### src/rtl/pipeline_elastic_pkg.sv
// Shared definitions for the elastic ready/valid pipeline: default sizes,
// a constant-evaluable clog2 and the occupancy counter width.
package pipeline_elastic_pkg;

  localparam int DW_DEF = 64;
  localparam int N_DEF  = 16;

  function automatic int clog2(input int unsigned value);
    int r;
    r = 0;
    for (int i = 0; i < 32; i++) begin
      if ((longint'(1) << i) < longint'(value)) r = i + 1;
    end
    return r;
  endfunction

  // Counter width for the default depth: stages plus the optional skid entry.
  localparam int CNT_W = clog2(N_DEF + 2);

endpackage

### src/rtl/pipeline_elastic_if.sv
// Ready/valid/data handshake bundle used on both sides of pipeline_elastic.
// master drives valid/data and receives ready; slave is the mirror image.
interface pipeline_elastic_if
  import pipeline_elastic_pkg::*;
#(
  parameter int DW = DW_DEF
) ();

  logic          valid;
  logic          ready;
  logic [DW-1:0] data;

  modport master (output valid, output data, input ready);
  modport slave  (input valid, input data, output ready);

endinterface

### src/rtl/pipeline_skid.sv
// One-entry skid buffer: in_ready depends only on registered state, so the
// upstream ready path is cut from the downstream ready.
module pipeline_skid #(
  parameter int DW = 64
) (
  input  logic          clk,
  input  logic          reset,
  input  logic          in_valid,
  output logic          in_ready,
  input  logic [DW-1:0] in_data,
  output logic          out_valid,
  input  logic          out_ready,
  output logic [DW-1:0] out_data
);

  logic          skid_valid_q, skid_valid_d;
  logic [DW-1:0] skid_data_q, skid_data_d;

  assign in_ready  = ~skid_valid_q & ~reset;
  assign out_valid = skid_valid_q | in_valid;
  assign out_data  = skid_valid_q ? skid_data_q : in_data;

  // NOTE: defaults are assigned first so every path drives every output and no latch is inferred.
  always_comb begin
    skid_valid_d = skid_valid_q;
    skid_data_d  = skid_data_q;
    if (skid_valid_q) begin
      if (out_ready) skid_valid_d = 1'b0;
    end else if (in_valid && in_ready && !out_ready) begin
      // Word accepted while the stage behind us is stalled: park it.
      skid_valid_d = 1'b1;
      skid_data_d  = in_data;
    end
  end

  // NOTE: non-blocking assignments let every flop sample the pre-edge values of the others.
  always_ff @(posedge clk) begin
    if (reset) skid_valid_q <= 1'b0;
    else       skid_valid_q <= skid_valid_d;
  end

  // NOTE: payload flops carry no reset; they are only observed while the matching valid bit is set.
  always_ff @(posedge clk) begin
    skid_data_q <= skid_data_d;
  end

endmodule

### src/rtl/pipeline_elastic.sv
// pipeline_elastic: N-stage ready/valid pipeline with bubble collapse and an
// occupancy count. Define PIPELINE_ELASTIC_SKID_EN to add a registered-ready skid entry.
module pipeline_elastic
  import pipeline_elastic_pkg::*;
#(
  parameter int DW = DW_DEF,
  parameter int N  = N_DEF
) (
  input  logic                  clk,
  input  logic                  reset,
  pipeline_elastic_if.slave     up,
  pipeline_elastic_if.master    dn,
  output logic [clog2(N+2)-1:0] count
);

  localparam int CW = clog2(N + 2);

  logic [N-1:0]         v_q, v_d, rdy, src_v;
  logic [N-1:0][DW-1:0] d_q, d_d, src_d;
  logic                 s_valid;
  logic [DW-1:0]        s_data;
  logic                 in_xfer, out_xfer;
  logic [CW-1:0]        count_q, count_d;

`ifdef PIPELINE_ELASTIC_SKID_EN
  pipeline_skid #(.DW(DW)) u_skid (
    .clk       (clk),
    .reset     (reset),
    .in_valid  (up.valid),
    .in_ready  (up.ready),
    .in_data   (up.data),
    .out_valid (s_valid),
    .out_ready (rdy[0]),
    .out_data  (s_data)
  );
`else
  assign s_valid  = up.valid;
  assign s_data   = up.data;
  assign up.ready = rdy[0] & ~reset;
`endif

  // A stage can load when it or any stage downstream of it has a free slot.
  for (genvar i = 0; i < N; i++) begin : g_rdy
    assign rdy[i] = dn.ready | ~(&v_q[N-1:i]);
  end

  assign src_v[0] = s_valid;
  assign src_d[0] = s_data;
  for (genvar i = 1; i < N; i++) begin : g_src
    assign src_v[i] = v_q[i-1];
    assign src_d[i] = d_q[i-1];
  end

  // Data only toggles when a real word arrives, keeping bubbles quiet.
  always_comb begin
    v_d = v_q;
    d_d = d_q;
    for (int i = 0; i < N; i++) begin
      if (rdy[i]) begin
        v_d[i] = src_v[i];
        if (src_v[i]) d_d[i] = src_d[i];
      end
    end
  end

  always_ff @(posedge clk) begin
    if (reset) v_q <= '0;
    else       v_q <= v_d;
  end

  always_ff @(posedge clk) begin
    d_q <= d_d;
  end

  assign in_xfer  = up.valid & up.ready;
  assign out_xfer = dn.valid & dn.ready;

  always_comb begin
    count_d = count_q + CW'(in_xfer) - CW'(out_xfer);
  end

  always_ff @(posedge clk) begin
    if (reset) count_q <= '0;
    else       count_q <= count_d;
  end

  assign count    = count_q;
  assign dn.valid = v_q[N-1];
  assign dn.data  = d_q[N-1];

`ifndef SYNTHESIS
  a_in_stable: assert property (@(posedge clk) disable iff (reset)
    (up.valid && !up.ready) |=> (up.valid && $stable(up.data)));

  a_out_stable: assert property (@(posedge clk) disable iff (reset)
    (dn.valid && !dn.ready) |=> (dn.valid && $stable(dn.data)));
`endif

endmodule
### src/flat_wrapper.sv
// flat-port wrapper written by rule: the top's interface ports become plain ports
module pipeline_elastic_flat import pipeline_elastic_pkg::*;
#(
  parameter int DW = DW_DEF,
  parameter int N  = N_DEF
)
  (clk, reset, count, up_valid, up_data, up_ready, dn_valid, dn_data, dn_ready);
  pipeline_elastic_if #(.DW(DW)) up_i ();
  pipeline_elastic_if #(.DW(DW)) dn_i ();
  input  logic clk;
  input  logic reset;
  output logic [clog2(N+2)-1:0] count;
  input wire logic [$bits(up_i.valid)-1:0] up_valid;
  input wire logic [$bits(up_i.data)-1:0] up_data;
  output wire logic [$bits(up_i.ready)-1:0] up_ready;
  output wire logic [$bits(dn_i.valid)-1:0] dn_valid;
  output wire logic [$bits(dn_i.data)-1:0] dn_data;
  input wire logic [$bits(dn_i.ready)-1:0] dn_ready;
  assign up_i.valid = up_valid;
  assign up_i.data = up_data;
  assign up_ready = up_i.ready;
  assign dn_valid = dn_i.valid;
  assign dn_data = dn_i.data;
  assign dn_i.ready = dn_ready;
  pipeline_elastic #(.DW(DW), .N(N)) u_core (.clk(clk), .reset(reset), .up(up_i), .dn(dn_i), .count(count));
endmodule
### config.mk
export PLATFORM = sky130hd
export DESIGN_NAME = pipeline_elastic_flat
export DESIGN_NICKNAME = d
export VERILOG_FILES = /design/src/rtl/pipeline_elastic_pkg.sv /design/src/rtl/pipeline_elastic_if.sv /design/src/rtl/pipeline_skid.sv /design/src/rtl/pipeline_elastic.sv /design/src/flat_wrapper.sv
export SDC_FILE = /design/constraint.sdc
export NUM_CORES = 1
export LEC_CHECK = 0
export CORE_AREA = 4 4 290 292
export CTS_BUF_LIST = sky130_fd_sc_hd__clkbuf_4
export CTS_CLUSTER_SIZE = 12
export DETAILED_ROUTE_END_ITERATION = 7
export DIE_AREA = 0 0 294 296
export SYNTH_ARGS = -nofsm -noshare
export SYNTH_HDL_FRONTEND = slang
export SYNTH_SLANG_ARGS = --single-unit
### constraint.sdc
create_clock -name clk -period 8.29 [get_ports clk]
set_input_delay 1.2435 -clock clk [delete_from_list [all_inputs] [get_ports clk]]
set_output_delay 1.2435 -clock clk [all_outputs]
set_load 0.02 [all_outputs]
Word-level counts from Yosys, hierarchy flattened
Cells that the tools add are included.
{"block": "word_totals", "reg_bits": 1045, "inputBits": 68, "output_inout_bits": 71, "wordCells": 102}
{"block": "op_classes", "add_sub_neg": 2, "bitwise": 36, "reduce_logical": 31}
{"op": "AND reduction 2 bit", "n": 17}
{"op": "NOT 1 bit", "n": 17}
{"op": "OR 1 bit", "n": 16}
{"op": "AND reduction 16 bit", "n": 1}
{"op": "AND reduction 15 bit", "n": 1}
{"op": "AND reduction 14 bit", "n": 1}
{"op": "AND reduction 13 bit", "n": 1}
{"op": "AND reduction 12 bit", "n": 1}
{"op": "AND reduction 11 bit", "n": 1}
{"op": "AND reduction 10 bit", "n": 1}
{"op": "AND reduction 9 bit", "n": 1}
{"op": "AND reduction 8 bit", "n": 1}
{"op": "AND reduction 7 bit", "n": 1}
{"op": "AND reduction 6 bit", "n": 1}
{"op": "adder 5 x 1 -> 5 bit", "n": 1}
{"op": "AND reduction 5 bit", "n": 1}
{"op": "subtractor 5 x 1 -> 5 bit", "n": 1}
{"op": "AND reduction 4 bit", "n": 1}
{"op": "bitwise AND 1 bit", "n": 3}
{"op": "AND reduction 3 bit", "n": 1}

Longest topological paths before layout
{"block": "logic_depth", "ltp_word": 7, "depth_mapped": 11, "depth_no_buf": 11}

Least setup slack after synthesis
Ideal clock, no wire load.
{"block": "synth_path", "path_type": "input-to-reg", "start": "input dn_ready", "end": "register u_core.d_q[192] (netlist bit), enable pin", "setup_ns": 0.584, "arrival_ns": 6.353, "t_required_ns": 7.706, "path_slack_ns": 1.353, "cell_stages": 4, "n_path_buf": 0, "path_cell_list": "nand3b_1 -> nor4_4 -> and2_2 -> a21boi_0"}
{"block": "synth_via", "elab_chain_len": 2}
{"item": "start, declared", "line_no": "flat_wrapper.sv:18", "text": "input wire logic [$bits(dn_i.ready)-1:0] dn_ready;"}
{"item": "OR 1 bit", "line_no": "pipeline_elastic.sv:44", "text": "assign rdy[i] = dn.ready | ~(&v_q[N-1:i]);"}
{"item": "AND reduction 2 bit (no source line)"}
{"item": "end signal, assigned", "line_no": "pipeline_elastic.sv:72", "text": "d_q <= d_d;"}
{"item": "end, declared", "line_no": "pipeline_elastic.sv:19", "text": "logic [N-1:0][DW-1:0] d_q, d_d, src_d;"}
Every way passes these cells.
A chain may end at the register's enable or synchronous reset.

Worst setup path in the final report
{"block": "layout_path", "start": "input dn_ready", "end": "output up_ready"}
{"block": "layout_via", "elab_chain_len": 2}
{"item": "OR 1 bit", "line_no": "pipeline_elastic.sv:44"}
{"item": "bitwise AND 1 bit", "line_no": "pipeline_elastic.sv:39", "text": "assign up.ready = rdy[0] & ~reset;"}
{"item": "end, declared", "line_no": "flat_wrapper.sv:15", "text": "output wire logic [$bits(up_i.ready)-1:0] up_ready;"}
Every way passes these cells.

==> flow_metrics.py <==
metrics = {
    "synthesis": {
        "synth_cell_types": 34,
        "synth_most_common_cell": "edfxtp_1",
        "synth_flop_cell": "edfxtp_1",
        "yosys.area.top_type": "edfxtp_1",
        "ys_async_sr_fraction": 0,
        "synthesis.area_um2": 32300,
        "synth_fp_nets": 1284,
        "synth-seq-area-share": 0.966,
        "syn_area_per_cell_um2": 26.7,
        "synth_edf_count": 1024,
        "synth-seq-cells": 1045,
        "synth.area.top_cells": "edfxtp_1 (95%), buf_4 (1.5%), dfxtp_1 (1.3%)",
        "yosys_warnings": 0,
        "synthCells": 1210,
        "synthTopCellsByCount": "edfxtp_1 (1024), buf_4 (64), dfxtp_1 (21)",
        "synth_top_area_share": 0.953,
    },
    "routing": {
        "antenna_left": 0,
        "post-route-drc-count": 0,
        "drt_iter0_markers": 357,
        "viasPerCell": 3.96,
        "detail_route.first_pass.iterations": 6,
        "vias": 11100,
        "wl_per_cell_um": 12.6,
        "wl_mm": 35.3,
    },
    "timing": {
        "final-hold-violation-count": 0,
        "worst_pin_slew_ns": 0.853,
        "fin_skew_ns": 0.0518,
        "final.min_clock_period_ns": 4.42,
        "tns_ns": 0,
        "rsz0062_at_grt": "false",
        "max_slew_margin": 0.430,
        "slew_viol_final": 0,
        "finalCritPeriodShare": 0.533,
        "fmax_mhz": 226,
        "setup_viol": 0,
    },
    "clocking": {
        "numCtsBuffers": 231,
        "cts.repair.resized": 0,
        "clkSinkCount": 1045,
        "clock_path_buffers": 3,
        "insertion_delay_ns": 1.00,
        "cts_hold_buf": 0,
        "tritoncts": "built",
        "cts-root-buf": "clkbuf_4",
        "clk_pin_slew_worst_paths_ns": 0.06,
        "cts-htree-levels": 4,
        "postCtsSetupBuffers": 0,
    },
    "floorplan": {
        "start_util": 0.396,
        "io-pin-count": 139,
        "coreArea_um2": 81600,
        "fp-row-count": 105,
        "die_h_um": 296,
        "fp.dieW_um": 294,
        "dieArea_um2": 87000,
    },
    "placed_design": {
        "finalWeightedCongestion": 0.741,
        "portBuffers": 138,
        "dpl.hpwl_mm": 21.0,
    },
    "setup_path": {
        "crit_required_ns": 7.05,
        "end_kind": "output pin",
        "reg2regPathDepth": 11,
        "cp_max_fo": 12,
        "critPathKind": "in2out",
        "startpoint_type": "input port",
        "arrival_ns": 3.17,
    },
    "global_routing": {
        "grt_max_degree": 65,
        "grt_overflow": 0,
        "grt_pass1_vias": 12200,
        "gr-usage-all-layers": 0.0850,
        "grt_pass1_wl_mm": 58.9,
        "antenna_found_initial": 2,
    },
    "pwr": {
        "power_density_nw_per_um2": 255,
        "vdd_drop_max_uv": 106,
        "p_leak_uw": 0.0121,
    },
    "cells_and_area": {
        "fillers": 6607,
        "multi_input_comb_area_um2": 699,
        "nets": 1604,
        "post-route-util": 0.463,
        "regArea_um2": 31200,
        "area.growth.synth_to_final_pct": 16.9,
        "drive_gt1_frac": 0.232,
    },
    "hold_path": {
        "hold_path_depth": 0,
        "hold_class": "reg2reg",
    },
    "run": {
        "maxCapViolations": 0,
    },
    "status": {
        "outcome": "finished clean",
    },
}
[layout by cell type, fill, tap and decap left out, types with 2 or more instances in the layout]
cell	n
a21boi_4	5
nor3_1	2
inv_1	16
edfxtp_1	1024
nor2b_1	3
dfxtp_1	21
a31oi_4	3
nand2_1	3
and2_2	4
a21oi_1	10
clkinvlp_4	4
xor2_1	2
nand3_1	4
buf_4	16
clkinv_1	64
and2_1	2
a31oi_1	2
a21oi_4	2
clkbuf_4	344
clkinv_2	5
diode_2	6
clkinv_4	2
nor2b_4	2
inv_2	3
ha_1	5
clkdlybuf4s50_1	138
nor2_1	16
bufinv_16	2
[routing by layer]
layer / track usage / vias up / wire, um
li1: - / 5586 / -
met1: 0.0907 / 5142 / 14300
met2: 0.137 / 255 / 17800
met3: 0.0377 / 100 / 1730
met4: 0.0573 / 0 / 1480
met5: 0 / - / 0
[power breakdown]
group          switching (uW)  leakage (uW)  internal [uW]
Combinational            54.8      0.000893           49.0
Clock                    1760       0.00175           1960
Sequential               15.1       0.00947           5790
[critical path, cell delays in order]
cell and delay [ns]:
clkdlybuf4s50_1 0.44, nand3b_1 0.30, nor4_4 0.19, buf_4 0.27, a31oi_1 0.13, clkdlybuf4s50_1 0.59
[worst paths after layout]
kind	endpoint	slack [ns]	from
hold reg to reg	u_core.d_q[709]$_DFFE_PP_	0.38	u_core.d_q[645]$_DFFE_PP_
hold / removal	u_core.d_q[709]$_DFFE_PP_	0.38	u_core.d_q[645]$_DFFE_PP_
setup reg to reg	u_core.count[4]$_SDFF_PP0_	5.44	u_core.v_q[5]$_SDFFE_PP0N_
setup / recovery	up_ready	3.87	dn_ready
[logic make-up after synthesis]
logic type | synth area share
AOI/OAI and AO/OA | 0.00516
xor gates and xnor gates | 0.000543
adders and majority gates | 0.00256
buffers and inverters | 0.0173
DFF | 0.966
and+or+nand+nor | 0.00884
[stage by stage]
step           worst slack (ns)  std cells  cell area [um^2]  power (uW)  hold WS, ns
6_report                   3.87       2797             37800        9630        0.379
5_1_grt                    3.68       2797             37800       10100        0.386
4_1_cts                    3.88       2791             37700        9830        0.383
3_5_place_dp               3.89       2367             34800        6020        0.405
3_3_place_gp               3.92       2367             34800        6020        0.401
2_1_floorplan              1.35       1210             32300        5960        0.400
[area by class of cell]
class | count | area share
clock buffer | 344 | 0.0684
sequential | 1045 | 0.826
clock inverter | 80 | 0.0102
tap | 1070 | 0.0355
multi-input combinational | 82 | 0.0185
antenna | 6 | 0.000398
timing repair buffer | 154 | 0.0398
inverter | 16 | 0.00159
[state kept, by name, summed over array words and instances (netlist names)]
name / cells
u_core.d_q: 960
u_core.dn.data: 64
u_core.v_q: 16
u_core.count: 5
Note: power is estimated with default switching activity, not from simulation.
